## config.mk

```make
export PLATFORM = sky130hd
export DESIGN_NAME = mem_read_arbiter
export DESIGN_NICKNAME = d
export VERILOG_FILES = /design/src/rtl/mem_read_arbiter_pkg.sv /design/src/rtl/mem_read_arbiter_collector.sv /design/src/rtl/mem_read_arbiter.sv
export SDC_FILE = /design/constraint.sdc
export NUM_CORES = 1
export LEC_CHECK = 0
export BUFFER_PORTS_ARGS = -buffer_cell sky130_fd_sc_hd__buf_2
export CORE_UTILIZATION = 51
export CTS_CLUSTER_DIAMETER = 150
export DETAILED_ROUTE_END_ITERATION = 8
export PLACE_DENSITY = 0.74
export SETUP_SLACK_MARGIN = 0.15
export SLEW_MARGIN = 20
export SYNTH_ARGS = -nofsm -noshare
export SYNTH_HDL_FRONTEND = slang
export SYNTH_SLANG_ARGS = --single-unit
export TNS_END_PERCENT = 1
```

## constraint.sdc

```tcl
create_clock -name clk -period 4.88 [get_ports clk]
set_clock_uncertainty 0.2 [all_clocks]
set_input_delay 0.244 -clock clk [delete_from_list [all_inputs] [get_ports clk]]
set_output_delay 0.244 -clock clk [all_outputs]
set_load 0.005 [all_outputs]
```

## src/rtl/mem_read_arbiter_pkg.sv

```systemverilog
// Shared types and constants for the icache/dcache memory read arbiter.
// The line is fetched as a fixed four-beat burst.
package mem_read_arbiter_pkg;

    localparam int BURST_BEATS = 4;
    localparam int BEAT_W      = 32;
    localparam int LINE_W      = 128;

    typedef enum logic [1:0] {
        ST_IDLE,
        ST_AR,
        ST_R,
        ST_RESP
    } arb_state_t;

    typedef enum logic {
        REQ_I,
        REQ_D
    } req_id_t;

    function automatic req_id_t other_req(input req_id_t id);
        return (id == REQ_I) ? REQ_D : REQ_I;
    endfunction

endpackage

```

## src/rtl/mem_read_arbiter_collector.sv

```systemverilog
// Collects the beats of one read burst into a full line.
// Also flags bursts whose rlast does not line up with the fourth beat.
module rd_beat_collector #(
    parameter int BEAT_W = mem_read_arbiter_pkg::BEAT_W,
    parameter int LINE_W = mem_read_arbiter_pkg::LINE_W
) (
    input  logic              clk,
    input  logic              rst,
    input  logic              beat_en,
    input  logic [BEAT_W-1:0] beat_data,
    input  logic              beat_last,
    output logic [LINE_W-1:0] line,
    output logic              last_beat,
    output logic              rlast_err
);
    import mem_read_arbiter_pkg::*;

    localparam int CNT_W = $clog2(BURST_BEATS);

    logic [CNT_W-1:0] beat_cnt;

    // The counter wraps back to zero on the final beat, so every burst starts at slot 0.
    always_ff @(posedge clk or negedge rst) begin
        if (!rst) begin
            beat_cnt <= '0;
            line     <= '0;
        end else if (beat_en) begin
            line[beat_cnt*BEAT_W +: BEAT_W] <= beat_data;
            beat_cnt                         <= beat_cnt + 1'b1;
        end
    end

    assign last_beat = (beat_cnt == CNT_W'(BURST_BEATS - 1));
    assign rlast_err = beat_en && (beat_last != last_beat);

endmodule

```

## src/rtl/mem_read_arbiter.sv

```systemverilog
// Arbitrates icache and dcache line reads onto one burst read port.
// Requests are granted alternately when both are pending.
module mem_read_arbiter #(
    parameter int ADDR_W = 32,
    parameter int BEAT_W = 32,
    parameter int LINE_W = 128
) (
    input  logic              clk,
    input  logic              rst,
    output logic              i_rrdy,
    input  logic [3:0]        i_ren,
    input  logic [ADDR_W-1:0] i_raddr,
    output logic              i_rvalid,
    output logic [LINE_W-1:0] i_rdata,
    output logic              d_rrdy,
    input  logic [3:0]        d_ren,
    input  logic [ADDR_W-1:0] d_raddr,
    output logic              d_rvalid,
    output logic [LINE_W-1:0] d_rdata,
    output logic              mem_arvalid,
    output logic [ADDR_W-1:0] mem_araddr,
    output logic [7:0]        mem_arlen,
    input  logic              mem_arready,
    input  logic              mem_rvalid,
    input  logic [BEAT_W-1:0] mem_rdata,
    input  logic              mem_rlast,
    output logic              mem_rready,
    output logic              bus_err
);
    import mem_read_arbiter_pkg::*;

    localparam logic [ADDR_W-1:0] LINE_MASK = ~ADDR_W'(LINE_W / 8 - 1);

    arb_state_t        state_q, state_d;
    req_id_t           owner_q, last_grant_q, grant_id;
    logic              grant_en;
    logic              pending_i_q, pending_d_q;
    logic [ADDR_W-1:0] paddr_i_q, paddr_d_q;
    logic [LINE_W-1:0] hold_i_q, hold_d_q;
    logic              bus_err_q;
    logic              cap_i, cap_d, resp_i, resp_d, want_i, want_d;
    logic              beat_en, last_beat, rlast_err;
    logic [LINE_W-1:0] line;

    assign i_rrdy = !pending_i_q;
    assign d_rrdy = !pending_d_q;
    assign cap_i  = (|i_ren) && i_rrdy;
    assign cap_d  = (|d_ren) && d_rrdy;
    assign resp_i = (state_q == ST_RESP) && (owner_q == REQ_I);
    assign resp_d = (state_q == ST_RESP) && (owner_q == REQ_D);

    // A request being captured this cycle is eligible at once, which saves a cycle of latency;
    // the owner being answered is excluded so RESP can hand straight over to the other side.
    assign want_i = (pending_i_q && !resp_i) || cap_i;
    assign want_d = (pending_d_q && !resp_d) || cap_d;

    always_comb begin
        state_d  = state_q;
        grant_en = 1'b0;
        if (want_i && want_d) begin
            grant_id = other_req(last_grant_q);
        end else if (want_i) begin
            grant_id = REQ_I;
        end else begin
            grant_id = REQ_D;
        end
        unique case (state_q)
            ST_IDLE: begin
                if (want_i || want_d) begin
                    state_d  = ST_AR;
                    grant_en = 1'b1;
                end
            end
            ST_AR: begin
                if (mem_arready) begin
                    state_d = ST_R;
                end
            end
            ST_R: begin
                if (beat_en && last_beat) begin
                    state_d = ST_RESP;
                end
            end
            ST_RESP: begin
                if (want_i || want_d) begin
                    state_d  = ST_AR;
                    grant_en = 1'b1;
                end else begin
                    state_d = ST_IDLE;
                end
            end
            default: state_d = ST_IDLE;
        endcase
    end

    always_ff @(posedge clk or negedge rst) begin
        if (!rst) begin
            state_q      <= ST_IDLE;
            owner_q      <= REQ_D;
            last_grant_q <= REQ_D;
        end else begin
            state_q <= state_d;
            if (grant_en) begin
                owner_q      <= grant_id;
                last_grant_q <= grant_id;
            end
        end
    end

    // Pending flags and addresses only change while the port is ready, so the AR address stays stable.
    always_ff @(posedge clk or negedge rst) begin
        if (!rst) begin
            pending_i_q <= 1'b0;
            pending_d_q <= 1'b0;
            paddr_i_q   <= '0;
            paddr_d_q   <= '0;
        end else begin
            if (cap_i) begin
                pending_i_q <= 1'b1;
                paddr_i_q   <= i_raddr & LINE_MASK;
            end else if (resp_i) begin
                pending_i_q <= 1'b0;
            end
            if (cap_d) begin
                pending_d_q <= 1'b1;
                paddr_d_q   <= d_raddr & LINE_MASK;
            end else if (resp_d) begin
                pending_d_q <= 1'b0;
            end
        end
    end

    always_ff @(posedge clk or negedge rst) begin
        if (!rst) begin
            hold_i_q  <= '0;
            hold_d_q  <= '0;
            bus_err_q <= 1'b0;
        end else begin
            if (resp_i) begin
                hold_i_q <= line;
            end
            if (resp_d) begin
                hold_d_q <= line;
            end
            if (rlast_err) begin
                bus_err_q <= 1'b1;
            end
        end
    end

    rd_beat_collector #(
        .BEAT_W (BEAT_W),
        .LINE_W (LINE_W)
    ) u_collector (
        .clk       (clk),
        .rst       (rst),
        .beat_en   (beat_en),
        .beat_data (mem_rdata),
        .beat_last (mem_rlast),
        .line      (line),
        .last_beat (last_beat),
        .rlast_err (rlast_err)
    );

    assign beat_en     = mem_rvalid && mem_rready;
    assign mem_arvalid = (state_q == ST_AR);
    assign mem_araddr  = (owner_q == REQ_I) ? paddr_i_q : paddr_d_q;
    assign mem_arlen   = 8'(BURST_BEATS - 1);
    assign mem_rready  = (state_q == ST_R);
    assign i_rvalid    = resp_i;
    assign d_rvalid    = resp_d;
    assign i_rdata     = resp_i ? line : hold_i_q;
    assign d_rdata     = resp_d ? line : hold_d_q;
    assign bus_err     = bus_err_q;

endmodule

```

==> flow_metrics.env, run 1 <==
export IMPL_status="completed"
export IMPL_num_rows=66
export IMPL_dpl_instance_area_mm2=0.0195
export IMPL_cts_inserted_buffers=45
export IMPL_grt_pass1_vias=11600
export IMPL_grt_max_degree=131
export IMPL_dieArea_mm2=0.0342
export IMPL_ant_nets=0
export IMPL_ios=412
export IMPL_r2r_cells=7
export IMPL_syn_to_final_growth_pct=28.2
export IMPL_yosys_warnings=0
export IMPL_synthAdderAreaFrac_pct=0.806
export IMPL_cts_resized=0
export IMPL_clk_latency_ps=540
export IMPL_die_y_um=185
export IMPL_routed_via_density=5.37
export IMPL_worstPathRequired_ps=4440
export IMPL_p_per_area_mw_per_mm2=629
export IMPL_final_period_utilization_pct=73.3
export IMPL_finalSetupViolCount=0
export IMPL_drive_gt1_share_pct=53.6
export IMPL_fin_area_mm2=0.0219
export IMPL_min_period_ps=3580
export IMPL_arrival_ps=3130
export IMPL_wl_mm=42.9
export IMPL_grt_usage_pct=25.2
export IMPL_clk_root_buffer_cell="clkbuf_16"
export IMPL_synth_seq_cells=448
export IMPL_slew_headroom_pct=27.8
export IMPL_worst_slew_pin_slew_ps=1080
export IMPL_synth_compound_area_share_pct=6.95
export IMPL_synthXorXnorAreaFrac_pct=0.103
export IMPL_fin_setup_tns_ps=0
export IMPL_synth_mux_area_share_pct=22.7
export IMPL_cts_sinks=448
export IMPL_fmax_mhz=279
export IMPL_synth_edf_count=0
export IMPL_rsz0062_at_grt="false"
export IMPL_io_buffer_count=391
export IMPL_drc_errors=0
export IMPL_crit_path_start_kind="register"
export IMPL_yosysUniqueCellTypes=31
export IMPL_fp_dieW_um=185
export IMPL_clkTransAtPathRegs_ps=60
export IMPL_synth_simple_area_share_pct=1.16
export IMPL_dp_hpwl_mm=26.8
export IMPL_wl_per_cell_um=21.3
export IMPL_power_leakage_nw=11.6
export IMPL_ys_seq_area_share_pct=65.6
export IMPL_cts_setup_buffers=0
export IMPL_peakVddDrop_uv=384
export IMPL_maxCapViolCount=0
export IMPL_hold_class="primary input to register"
export IMPL_cp_end_kind="output port"
export IMPL_syn_avg_cell_area_um2=16.4
export IMPL_cts_path_max_buffers=3
export IMPL_via_count=10800
export IMPL_whs_ps=65.9
export IMPL_cts_tree="yes"
export IMPL_overflow=0
export IMPL_htree_levels=2
export IMPL_antenna_cells=0
export IMPL_syn_area_mm2=0.0171
export IMPL_path_class="register to output port"
export IMPL_cts_hold_buffers=94
export IMPL_core_area_mm2=0.0328
export IMPL_first_pass_iters=4
export IMPL_syn_inst=1044
export IMPL_ys_async_sr_fraction_pct=100
export IMPL_synth_top_family_by_area="multiplexers"
export IMPL_hold_depth=5
export IMPL_nNetsFinal=1656
export IMPL_synth_main_ff_cell="dfrtp_1"
export IMPL_antenna_found_initial=0
export IMPL_slew_violations=0
export IMPL_start_util_pct=52.1
export IMPL_grt_pass1_wl_mm=66.2
export IMPL_gp_congestion=0.747
export IMPL_drt_iter0_markers=528
export IMPL_cp_max_fo=40
export IMPL_final_hold_viol_count=0
==> flip-flops by register name, summed over array words and instances (netlist names) <==
signal                cells
hold_d_q                128
hold_i_q                128
u_collector.line        128
paddr_d_q                28
paddr_i_q                28
state_q                   2
u_collector.beat_cnt      2
bus_err                   1
last_grant_q              1
pending_d_q               1
pending_i_q               1
==> critical path: stages, from the launching register on <==
cell and delay, ps:
dfstp_2 1090, nand2_4 460, buf_4 470, mux2_2 370, buf_2 140
==> final timing paths <==
kind                                   start                   end  slack [ps]
worst max-delay path            last_grant_q           d_rdata[80]        1300
worst min-delay path                d_ren[1]            state_q[0]          70
worst max register to register    state_q[0]  u_collector.line[44]        1950
worst min register to register       bus_err               bus_err         290
max in group asynchronous                rst  u_collector.line[47]        3000
min in group asynchronous                rst         hold_d_q[121]         200
==> area by class of cell <==
class	count	area (um2)
sequential	448	11200
fill	2302	10900
multi-input combinational	526	5470
timing repair buffer	507	3140
clock buffer	62	1310
tap	442	553
clock inverter	15	183
inverter	8	30.0
==> routing by layer <==
| layer | share of wire (%) | wire length, um | global-route usage, % |
|---|---|---|---|
| met1 | 42 | 18200 | 33.3 |
| met2 | 49 | 21000 | 41.9 |
| met3 | 6.6 | 2810 | 5.88 |
| met4 | 2.1 | 920 | 6.71 |
| met5 | 0 | 0 | 0 |
==> cell usage after synthesis, types with 2 or more instances <==
| library cell | number | share of area, % |
|---|---|---|
| dfrtp_1 | 447 | 65 |
| mux2_2 | 341 | 22 |
| a22o_1 | 128 | 6.6 |
| buf_2 | 33 | 0.97 |
| clkbuf_1 | 13 | 0.29 |
| buf_4 | 12 | 0.53 |
| ha_1 | 11 | 0.81 |
| buf_6 | 9 | 0.59 |
| inv_1 | 7 | 0.15 |
| buf_1 | 5 | 0.11 |
| nand3_2 | 4 | 0.23 |
| mux2i_1 | 3 | 0.18 |
| nand2_1 | 3 | 0.066 |
| nor2_1 | 3 | 0.066 |
| nor4b_4 | 3 | 0.42 |
| a21oi_1 | 2 | 0.059 |
| conb_1 | 2 | 0.044 |
| nor2b_1 | 2 | 0.073 |
| nor4_2 | 2 | 0.15 |
| o21ai_0 | 2 | 0.059 |
| xnor2_1 | 2 | 0.10 |
==> cell usage in the layout (no fill, tap or decap), types with 3 or more instances in the layout <==
cell	Yosys	layout
dfrtp_1	447	447
buf_2	33	390
mux2_2	341	341
a22o_1	128	128
dlygate4sd3_1	0	94
clkbuf_16	0	47
buf_4	12	17
conb_1	2	12
ha_1	11	11
clkinv_2	0	9
clkbuf_8	0	8
inv_1	7	7
clkbuf_1	13	7
buf_12	0	5
nand3_2	4	4
bufinv_16	0	4
mux2i_1	3	3
nor4b_4	3	3
==> cells by family (layout without fill, tap and decap cells) <==
| group | count (synthesis) | in the layout |
|---|---|---|
| multiplexers | 344 | 344 |
| AND/OR/NAND/NOR | 19 | 19 |
| flip-flops | 448 | 448 |
| other | 2 | 12 |
| AO/OA/AOI/OAI | 138 | 138 |
| buffers and inverters | 80 | 592 |
| XOR/XNOR | 2 | 2 |
| adder cells (fa/ha/maj) | 11 | 11 |
==> power by group <==
part	internal (mW)	switching (mW)	leakage [nW]
sequential	5.07	0.702	6.03
clock	2.08	1.39	0.745
combinational	2.45	2.09	4.85
total	9.60	4.18	11.6
==> per-stage QoR <==
step / power, mW / util [%] / std cells / setup WS, ps
after floorplan: 8.37 / - / 1054 / 2830
after global placement: 10.1 / 59.4 / 1837 / 1870
after detailed placement: 10.3 / 59.4 / 1837 / 1820
after CTS: 13.9 / 66.8 / 2008 / 1240
after global routing: 14.5 / 66.8 / 2008 / 1160
final: 13.8 / 66.8 / 2008 / 1300
Power figures use the tool's default switching activity.
==> run 2: changes to the inputs <==
clock period = 3.34 ns   (was 4.88 ns; I/O delays follow)
==> flow_metrics.env, run 2 (synthesized netlist as in run 1, its figures left out) <==
export IMPL_dr_wl_met2_mm=20.8
export IMPL_routed_via_density=5.39
export IMPL_wl_per_cell_um=21.5
export IMPL_final_util_pct=67.7
export IMPL_status="completed"
export IMPL_peakVddDrop_uv=648
export IMPL_worstPathRequired_ps=2970
export IMPL_syn_to_final_growth_pct=29.8
export IMPL_largest_registers="hold_d_q x128, hold_i_q x128, u_collector.line x128"
export IMPL_dp_hpwl_mm=27.4
export IMPL_wl_met1_mm=18.2
export IMPL_power_leakage_nw=11.8
export IMPL_min_period_ps=3020
export IMPL_worst_slew_pin_slew_ps=838
export IMPL_antenna_found_initial=1
export IMPL_first_pass_iters=5
export IMPL_ios=412
export IMPL_clkTransAtPathRegs_ps=60
export IMPL_grt_max_degree=104
export IMPL_slew_violations=0
export IMPL_layout_commonest_cell="dfrtp_1"
export IMPL_grt_pass1_vias=12000
export IMPL_core_area_mm2=0.0328
export IMPL_io_buffer_count=391
export IMPL_final_cell_mix="dfrtp_1, buf_2, mux2_2, a22o_1, dlygate4sd3_1"
export IMPL_arrival_ps=2650
export IMPL_drc_errors=0
export IMPL_die_y_um=185
export IMPL_clk_latency_ps=550
export IMPL_via_count=11000
export IMPL_cts_resized=0
export IMPL_cts_tree="yes"
export IMPL_num_rows=66
export IMPL_ant_nets=0
export IMPL_route_met3_wl_mm=2.94
export IMPL_hold_class="primary input to asynchronous set/reset pin"
export IMPL_whs_ps=108
export IMPL_cts_inserted_buffers=47
export IMPL_clk_root_buffer_cell="clkbuf_16"
export IMPL_cp_end_kind="output port"
export IMPL_rsz0062_at_grt="false"
export IMPL_start_util_pct=52.1
export IMPL_path_class="register to output port"
export IMPL_grt_pass1_wl_mm=67.5
export IMPL_cts_path_max_buffers=3
export IMPL_drt_iter0_markers=560
export IMPL_place_ws_ps=885
export IMPL_wl_mm=43.6
export IMPL_dieArea_mm2=0.0342
export IMPL_cp_max_fo=33
export IMPL_final_hold_viol_count=0
export IMPL_maxCapViolCount=0
export IMPL_slew_headroom_pct=44.1
export IMPL_top_layer_used="met4"
export IMPL_p_total_mw=20.6
export IMPL_cts_sinks=448
export IMPL_finalSetupViolCount=0
export IMPL_overflow=0
export IMPL_fin_setup_tns_ps=0
export IMPL_drive_gt1_share_pct=54.1
export IMPL_cts_setup_buffers=0
export IMPL_p_per_area_mw_per_mm2=927
export IMPL_gp_congestion=0.774
export IMPL_final_period_utilization_pct=90.4
export IMPL_fp_dieW_um=185
export IMPL_htree_levels=2
export IMPL_fmax_mhz=331
export IMPL_nNetsFinal=1672
export IMPL_grt_usage_pct=25.8
export IMPL_crit_path_start_kind="register"
export IMPL_timing_final_ws_setup_ps=321
==> run 2: path summary, 6_finish.rpt <==
kind	depth (start not counted)	from	end	slack, ps
max	5	state_q[0]	i_rdata[0]	320
min	2	rst	hold_i_q[92]	110
max reg2reg	5	u_collector.beat_cnt[0]	u_collector.line[54]	900
min reg2reg	1	bus_err	bus_err	280
max in group asynchronous	4	rst	paddr_d_q[21]	1880
min in group clk	3	d_raddr[15]	paddr_d_q[15]	180
==> run 2: power by group <==
group          internal [mW]  switching [mW]
sequential              7.40           0.938
combinational           3.64            3.18
clock                   3.29            2.10
total                   14.3            6.22
==> run 2: cell type report <==
type / count / area [um2]
multi-input combinational: 526 / 5470
clock inverter: 15 / 179
inverter: 8 / 30.0
timing repair buffer: 521 / 3280
clock buffer: 71 / 1450
sequential: 448 / 11200
antenna: 1 / 2.50
fill: 2279 / 10600
tap: 442 / 553
==> run 2: critical path: stages (launching register included) <==
cell	delay (ps)
dfrtp_1	400
ha_1	260
nor2b_4	570
buf_12	300
mux2_2	380
buf_2	170
==> run 2: layer usage <==
layer | vias to the layer above | GRT usage (%)
met1 | 5643 | 33.8
met4 | 0 | 11.4
met5 | - | 0
met3 | 109 | 6.31
li1 | 4797 | -
met2 | 410 | 41.0
==> run 2: timing repair <==
| item | CTS | global route |
|---|---|---|
| hold endpoints to repair | 283 | 0 |
| endpoints found under the setup margin | 0 | 0 |
| hold buffers | 96 | 0 |
==> run 2: stage by stage <==
step,instances,cell area (um2)
final,2032,22200
after detailed placement,1849,19600
after global placement,1849,19600
after floorplan,1054,17100
after CTS,2031,22200
after global routing,2032,22200
